**config.mk**
```make
export PLATFORM = sky130hd
export DESIGN_NAME = vlan_untagger
export DESIGN_NICKNAME = d
export VERILOG_FILES = /design/src/rtl/vlan_untagger.sv
export SDC_FILE = /design/constraint.sdc
export NUM_CORES = 2
export LEC_CHECK = 0
export ABC_AREA = 1
export CAP_MARGIN = 10
export CORE_AREA = 8 8 459 461
export CTS_CLUSTER_DIAMETER = 40
export DETAILED_ROUTE_END_ITERATION = 6
export DIE_AREA = 0 0 467 469
export DONT_BUFFER_PORTS = 1
export PLACE_DENSITY_LB_ADDON = 0.1
export SETUP_SLACK_MARGIN = 0.5
export SLEW_MARGIN = 20
export SYNTH_ARGS = -nofsm -noshare
export SYNTH_HDL_FRONTEND = slang
export SYNTH_SLANG_ARGS = --single-unit
```
**constraint.sdc**
```tcl
create_clock -name aclk -period 22.5 [get_ports aclk]
set_input_delay 4.5 -clock aclk [delete_from_list [all_inputs] [get_ports aclk]]
set_output_delay 4.5 -clock aclk [all_outputs]
set_load 0.03 [all_outputs]
```
**src/rtl/vlan_untagger.sv**
```systemverilog
// vlan_untagger: strips an 802.1Q tag at byte 12, decodes the VID into a route word and filters foreign-node frames
module vlan_untagger #(
  parameter int DATA_WIDTH = 512
) (
  input  logic                    aclk,
  input  logic                    areset,
  input  logic [1:0]              local_node_id,
  input  logic                    filter_en,
  input  logic [DATA_WIDTH-1:0]   s_axis_tdata,
  input  logic [DATA_WIDTH/8-1:0] s_axis_tkeep,
  input  logic                    s_axis_tlast,
  input  logic                    s_axis_tvalid,
  output logic                    s_axis_tready,
  output logic [DATA_WIDTH-1:0]   m_axis_tdata,
  output logic [DATA_WIDTH/8-1:0] m_axis_tkeep,
  output logic                    m_axis_tlast,
  output logic                    m_axis_tvalid,
  input  logic                    m_axis_tready,
  output logic [13:0]             route_in,
  output logic                    route_tagged,
  output logic                    route_valid,
  output logic [31:0]             drop_cnt
);
  localparam int BYTES = DATA_WIDTH / 8;
  typedef enum logic [2:0] {ST_HEAD, ST_PASS, ST_STRIP, ST_FLUSH, ST_DROP} state_t;
  state_t state, state_nxt;
  logic [DATA_WIDTH-33:0] hold;
  logic [BYTES-5:0] hold_keep;
  logic [DATA_WIDTH-1:0] raw_data;
  logic [BYTES-1:0] raw_keep;
  logic mv, sr, ml, s_hs, m_hs, head_hs, is_tag, fwd;
  logic [11:0] vid;
  assign is_tag = s_axis_tdata[103:96] == 8'h81 && s_axis_tdata[111:104] == 8'h00 && &s_axis_tkeep[15:0];
  assign vid = {s_axis_tdata[115:112], s_axis_tdata[127:120]};
  assign fwd = !filter_en || vid[5:4] == local_node_id;
  assign s_hs = s_axis_tvalid && sr;
  assign m_hs = mv && m_axis_tready;
  assign head_hs = state == ST_HEAD && s_hs;
  assign s_axis_tready = sr && !areset;
  assign m_axis_tvalid = mv && !areset;
  assign m_axis_tkeep = raw_keep;
  assign m_axis_tlast = ml;
  always_comb begin
    state_nxt = state;
    mv = s_axis_tvalid;
    sr = m_axis_tready;
    ml = s_axis_tlast;
    raw_data = s_axis_tdata;
    raw_keep = s_axis_tkeep;
    case (state)
      ST_HEAD: begin
        mv = s_axis_tvalid && !is_tag;
        sr = is_tag || m_axis_tready;
        if (s_axis_tvalid && is_tag)
          state_nxt = fwd ? (s_axis_tlast ? ST_FLUSH : ST_STRIP) : (s_axis_tlast ? ST_HEAD : ST_DROP);
        else if (s_axis_tvalid && m_axis_tready && !s_axis_tlast)
          state_nxt = ST_PASS;
      end
      ST_PASS: state_nxt = s_hs && s_axis_tlast ? ST_HEAD : ST_PASS;
      ST_STRIP: begin
        raw_data = {s_axis_tdata[31:0], hold};
        raw_keep = {s_axis_tkeep[3:0], hold_keep};
        ml = s_axis_tlast && ~|s_axis_tkeep[BYTES-1:4];
        if (s_hs && s_axis_tlast) state_nxt = ml ? ST_HEAD : ST_FLUSH;
      end
      ST_FLUSH: begin
        raw_data = {32'h0, hold};
        raw_keep = {4'h0, hold_keep};
        ml = 1'b1;
        mv = 1'b1;
        sr = 1'b0;
        state_nxt = m_axis_tready ? ST_HEAD : ST_FLUSH;
      end
      ST_DROP: begin
        mv = 1'b0;
        sr = 1'b1;
        state_nxt = s_axis_tvalid && s_axis_tlast ? ST_HEAD : ST_DROP;
      end
      default: state_nxt = ST_HEAD;
    endcase
  end
  // Bytes outside tkeep are forced to zero on every path.
  always_comb begin
    m_axis_tdata = '0;
    for (int i = 0; i < BYTES; i++)
      m_axis_tdata[8*i+:8] = raw_keep[i] ? raw_data[8*i+:8] : 8'h00;
  end
  always_ff @(posedge aclk or posedge areset) begin
    if (areset) begin
      state <= ST_HEAD;
      hold <= '0;
      hold_keep <= '0;
      route_in <= '0;
      route_tagged <= 1'b0;
      route_valid <= 1'b0;
      drop_cnt <= '0;
    end else begin
      state <= state_nxt;
      if (head_hs && is_tag && fwd) begin
        hold <= {s_axis_tdata[DATA_WIDTH-1:128], s_axis_tdata[95:0]};
        hold_keep <= {s_axis_tkeep[BYTES-1:16], s_axis_tkeep[11:0]};
      end else if (state == ST_STRIP && s_hs) begin
        hold <= s_axis_tdata[DATA_WIDTH-1:32];
        hold_keep <= s_axis_tkeep[BYTES-1:4];
      end
      if (head_hs && !is_tag) begin
        route_in <= '0;
        route_tagged <= 1'b0;
        route_valid <= !s_axis_tlast;
      end else if (head_hs && fwd) begin
        route_in <= {vid, 2'b00};
        route_tagged <= 1'b1;
        route_valid <= 1'b1;
      end else if (m_hs && ml) begin
        route_valid <= 1'b0;
      end
      if (head_hs && is_tag && !fwd && !(&drop_cnt)) drop_cnt <= drop_cnt + 32'd1;
    end
  end
endmodule

```
-- Yosys cells after proc, flatten, opt, wreduce, memory -nomap -nowiden
Index checks and enable logic that the tools add are counted.
- $add $sub $neg: 1
- equality and inequality tests: 8
- multiplexer cells: 91
- reductions and logical operators: 40
- operators with widths (kind ; count):
    512-bit case mux with 2 select lines ; 1
    480-bit 2-to-1 mux ; 2
    8-bit 2-to-1 mux ; 64
    64-bit case mux with 2 select lines ; 1
    60-bit 2-to-1 mux ; 2
    60-bit OR reduction ; 1
    32-bit by 1-bit adder with 32-bit output, second input constant ; 1
    32-bit AND reduction ; 1
    14-bit 2-to-1 mux ; 2
    1-bit logical AND ; 22
    3-bit 2-to-1 mux ; 6
    16-bit AND reduction ; 1
    3-bit case mux with 5 select lines ; 1
    8-bit == test, second input constant ; 1
    8-bit logical NOT ; 1
    1-bit logical NOT ; 7
    1-bit 2-to-1 mux ; 7
    3-bit by 2-bit == test with 1-bit output, second input constant ; 2
    1-bit case mux with 3 select lines ; 2
    2-bit 2-to-1 mux ; 2
    2-bit nonzero test ; 2
    3-bit by 1-bit == test with 1-bit output, second input constant ; 1
    3-bit == test, second input constant ; 1
    3-bit logical NOT ; 1
    other kinds (7) ; 8
- bits in registers: 591
- input bits: 584
- output and inout bits: 627
- logic and storage cells: 147

-- Logic depth before layout (Yosys ltp)
- word-level depth: 11
- mapped depth: 16
- gate-level depth less buffers: 15

-- Worst setup path after synthesis
Ideal clock, no wire load.
- path kind: input to output
- from: input port s_axis_tkeep[2]
- to: output port m_axis_tdata[496]
- data arrival time: 5.657 ns
- required time: 18.000 ns
- setup slack: 12.343 ns
- cell stages on the path: 4
- path buffers: 0
- cells stage by stage: inv_1 > o22ai_1 > nand2_1 > inv_1
- longest elaborated chain between the ends: 2
- RTL lines (what ; line ; source):
    start: declaration ; 10 ; input logic [DATA_WIDTH/8-1:0] s_axis_tkeep,
    64-bit case mux with 2 select lines ; 50 ; case (state)
    named net m_axis_tkeep[62] ; 15 ; output logic [DATA_WIDTH/8-1:0] m_axis_tkeep,
    8-bit 2-to-1 mux ; 86 ; m_axis_tdata[8*i+:8] = raw_keep[i] ? raw_data[8*i+:8] : 8'h00;
    end: declaration ; 14 ; output logic [DATA_WIDTH-1:0] m_axis_tdata,
The timed path passes the listed nets, and every way through them passes these cells.

-- Worst setup path in the final report
- from: input port s_axis_tkeep[35]
- to: output port m_axis_tlast
- longest elaborated chain between the ends: 4
- RTL lines (what ; line ; source):
    60-bit OR reduction ; 63 ; ml = s_axis_tlast && ~|s_axis_tkeep[BYTES-1:4];
    1-bit logical NOT ; 63 ;
    1-bit logical AND ; 63 ;
    1-bit case mux with 2 select lines ; 50 ;
    end: declaration ; 16 ; output logic m_axis_tlast,
No other way between the ends.

==> impl_metrics.py <==
metrics = {
    "detailed_routing": {
        "via_per_inst": 4.20,
        "drc_errors": 0,
        "firstDrtPassIters": 7,
        "routed_wl_um": 222000,
        "drtIter0Drc": 2453,
        "num_vias": 34601,
        "avgRoutedWirePerCell_um": 27.0,
        "ant_nets": 0,
    },
    "floorplan": {
        "die_x_um": 467,
        "coreArea_um2": 203000,
        "row_count": 166,
        "io_pins": 1211,
        "fp.dieArea_um2": 219000,
        "start_util_pct": 17.2,
        "die_y_um": 469,
    },
    "worst_setup_path": {
        "reg2reg_depth": 11,
        "path_cells": "inv_1, nand4_1, nor2_1, nand2_1, nor2_1, nand2_1, nand2_1, o21ai_0, inv_1",
        "setup.worst_path.class": "in -> out",
        "timing.rr.start": "state[0]$_DFFE_PP0P_",
        "critPathMaxStageDelay_ns": 0.50,
        "crit_path_start_kind": "input pin",
        "r2r_setup_slack_ns": 16.75,
        "path_delay_family": "simple AND/OR/NAND/NOR gates",
        "cp.required_ns": 18.00,
        "cp.buffers_inverters": 2,
        "cp_max_fo": 2,
        "cp_common_cell": "nand2_1",
        "crit_slowest_cell": "nor2_1",
        "regToRegEndpoint": "hold_keep[13]$_DFFE_PP0P_",
        "cp.depth": 9,
        "endpoint_kind": "output pin",
        "critPathLaunch": "s_axis_tkeep[35]",
        "arrival_ns": 6.55,
        "crit_end": "m_axis_tlast",
    },
    "run": {
        "maxCapViolCount": 0,
    },
    "power_and_ir_drop": {
        "p_comb_share_pct": 10.4,
        "leakage_nw": 24.2,
        "switching_share_pct": 28.1,
        "pwr-share-clk_pct": 61.3,
        "p_switching_mw": 1.20,
        "p_per_area_nw_per_um2": 96.1,
        "peakVddDrop_mv": 0.0651,
        "power.internal_mw": 3.06,
        "power_frac_seq_pct": 28.2,
    },
    "synth": {
        "synth_flop_cell": "dfrtp_1",
        "synthesis.instances": 5392,
        "synth.distinct_cells": 29,
        "synth.top_cell.area_share_pct": 42.0,
        "synthTopCellsByArea": "dfrtp_1 42%, nand2_1 19%, inv_1 13%, o21ai_0 12%, o21ai_1 3.7%",
        "avgSynthCellArea_um2": 6.50,
        "seq_area_frac_synth_pct": 42.0,
        "synthArstFlopShare_pct": 100,
        "synthesis.area_um2": 35100,
        "ys_ff_latch": 589,
        "yosysTopAreaCell": "dfrtp_1",
        "synth_edf_count": 0,
        "synth_warnings": 0,
    },
    "sta": {
        "setup_tns_ns": 0,
        "relSlewSlack_pct": 25.9,
        "hold_viol_final": 0,
        "holdWs_ns": 0.507,
        "slew_viol_final": 0,
        "worst_pin_slew_ns": 1.11,
        "rsz0062_at_grt": "false",
        "setup_violations": 0,
        "min_period_ns": 11.05,
        "finClkSkew_ns": 0.0348,
        "max_freq_mhz": 90.5,
        "post-route-period-util_pct": 49.1,
    },
    "global_route": {
        "antenna_found_initial": 27,
        "grt_pass1_vias": 35399,
        "grt-ovfl-total": 0,
        "grt_pass1_wl_um": 300000,
        "grtUsageTotal_pct": 19.4,
        "grt_max_degree": 192,
    },
    "clock_network": {
        "postCtsHoldBufs": 0,
        "cts_tree": "yes",
        "clock_path_buffers": 3,
        "cts_buffers": 174,
        "clkLatencyLatePin_ns": 0.78,
        "postCtsSetupRepairBufs": 0,
        "clock-sinks": 589,
        "htree_levels": 4,
        "path_clk_slew_ns": 0.04,
        "cts_root_buf": "clkbuf_16",
        "cts_resized": 0,
    },
    "placement": {
        "dp_hpwl_um": 178000,
        "io_buffers": 0,
        "place.gp.congestion": 0.902,
    },
    "layout": {
        "num-fill-cells": 23298,
        "area_delta_synth_final_pct": 26.4,
        "fin_nets": 5956,
        "layout-drive-gt1-share_pct": 8.25,
    },
    "outcome": {
        "status": "finished clean",
    },
    "min_path": {
        "hold_path_class": "reg -> reg",
    },
}
==> sequential cells by signal (all words and copies together), names as in the netlist <==
| name | flops |
|---|---|
| hold | 480 |
| hold_keep | 60 |
| drop_cnt | 32 |
| route_in | 12 |
| state | 3 |
| route_tagged | 1 |
| route_valid | 1 |
==> final cells by class <==
cell class,instances,area (um^2),share of cell area (%)
antenna,36,90.1,0.203
clock inverter,66,1020,2.30
multi-input combinational,3283,14600,33.0
inverter,1246,4690,10.6
sequential,589,14700,33.3
timing repair buffer,77,619,1.40
clock buffer,255,5170,11.7
tap,2688,3360,7.59
==> tightest hold or removal path: stages, from the launching register on <==
cell and delay (ns):
dfrtp_1 0.31, inv_1 0.04, o21ai_1 0.11
==> synthesized netlist by cell type, types with 9 or more instances <==
cell type / number
buf_4: 22
clkbuf_1: 156
o21ai_0: 829
buf_1: 9
nand3_1: 119
xor2_1: 10
nor3_1: 15
buf_2: 85
a22o_1: 31
nand4_1: 39
xnor2_1: 9
nand2_1: 1815
a21oi_1: 12
o21ai_1: 262
inv_1: 1245
dfrtp_1: 589
nor2_1: 78
or2_2: 43
==> logic make-up (layout without fill, tap and decap cells) <==
logic type	Yosys count	in the layout	synth area share, %
other cells	1	38	0.0107
flops	589	589	42.0
xor+xnor	19	19	0.475
fa+ha+maj	1	1	0.0357
simple gates	2123	2123	23.9
buf+inv	1521	1644	16.9
compound gates	1138	1138	16.6
==> power by group through the flow <==
stage | Sequential [mW] | Clock, mW | Combinational [mW]
global placement | 1.22 | 0 | 0.452
detailed placement | 1.22 | 0 | 0.452
CTS | 1.21 | 2.68 | 0.454
finish | 1.20 | 2.61 | 0.444
floorplan | 1.20 | 0 | 0.308
global route | 1.21 | 2.73 | 0.490
==> metal layers <==
metal | vias up | routed length [um] | track usage, %
li1 | 16301 | - | -
met1 | 16625 | 89300 | 22.5
met2 | 1374 | 107000 | 33.0
met3 | 297 | 19500 | 7.27
met4 | 4 | 6990 | 6.70
met5 | - | 21 | 0
==> layout by cell type, fill, tap and decap left out, types with 6 or more instances in the layout <==
cell type  instances
a21oi_1           12
a22o_1            31
buf_4             73
bufinv_16         23
clkbuf_1          35
clkbuf_16        179
clkbuf_8          41
clkinv_2          35
dfrtp_1          589
diode_2           36
inv_1           1242
nand2_1         1815
nand3_1          118
nand4_1           39
nor2_1            76
nor3_1            15
nor4_1             6
o21ai_0          829
o21ai_1          225
o21ai_2           33
or2_2             43
xnor2_1            9
xor2_1            10
==> through the flow <==
stage          power (mW)  instances  instance area (um^2)  setup WS [ns]  utilization (%)
5_1_grt              4.43       8231                 44300          11.17             21.8
3_5_place_dp         1.67       7883                 38000          11.16             18.7
6_report             4.26       8240                 44300          11.45             21.8
2_1_floorplan        1.51       5393                 35100           1.52                -
4_1_cts              4.34       8204                 44200          11.15             21.7
3_3_place_gp         1.67       7883                 38000          11.12             18.7
==> how the worst min path moves through the flow <==
| stage | slack (ns) | depth (start not counted) | end | startpoint |
|---|---|---|---|---|
| CTS | 0.51 | 2 | hold[282]$_DFFE_PP0P_ | hold[282]$_DFFE_PP0P_ |
| global placement | 0.50 | 2 | hold[178]$_DFFE_PP0P_ | hold[178]$_DFFE_PP0P_ |
| detailed placement | 0.50 | 2 | hold[282]$_DFFE_PP0P_ | hold[282]$_DFFE_PP0P_ |
| finish | 0.51 | 2 | hold[282]$_DFFE_PP0P_ | hold[282]$_DFFE_PP0P_ |
| floorplan | 0.48 | 2 | hold[103]$_DFFE_PP0P_ | hold[103]$_DFFE_PP0P_ |
| global route | 0.52 | 2 | hold[294]$_DFFE_PP0P_ | hold[294]$_DFFE_PP0P_ |
Note: power is estimated with default switching activity, not from simulation.
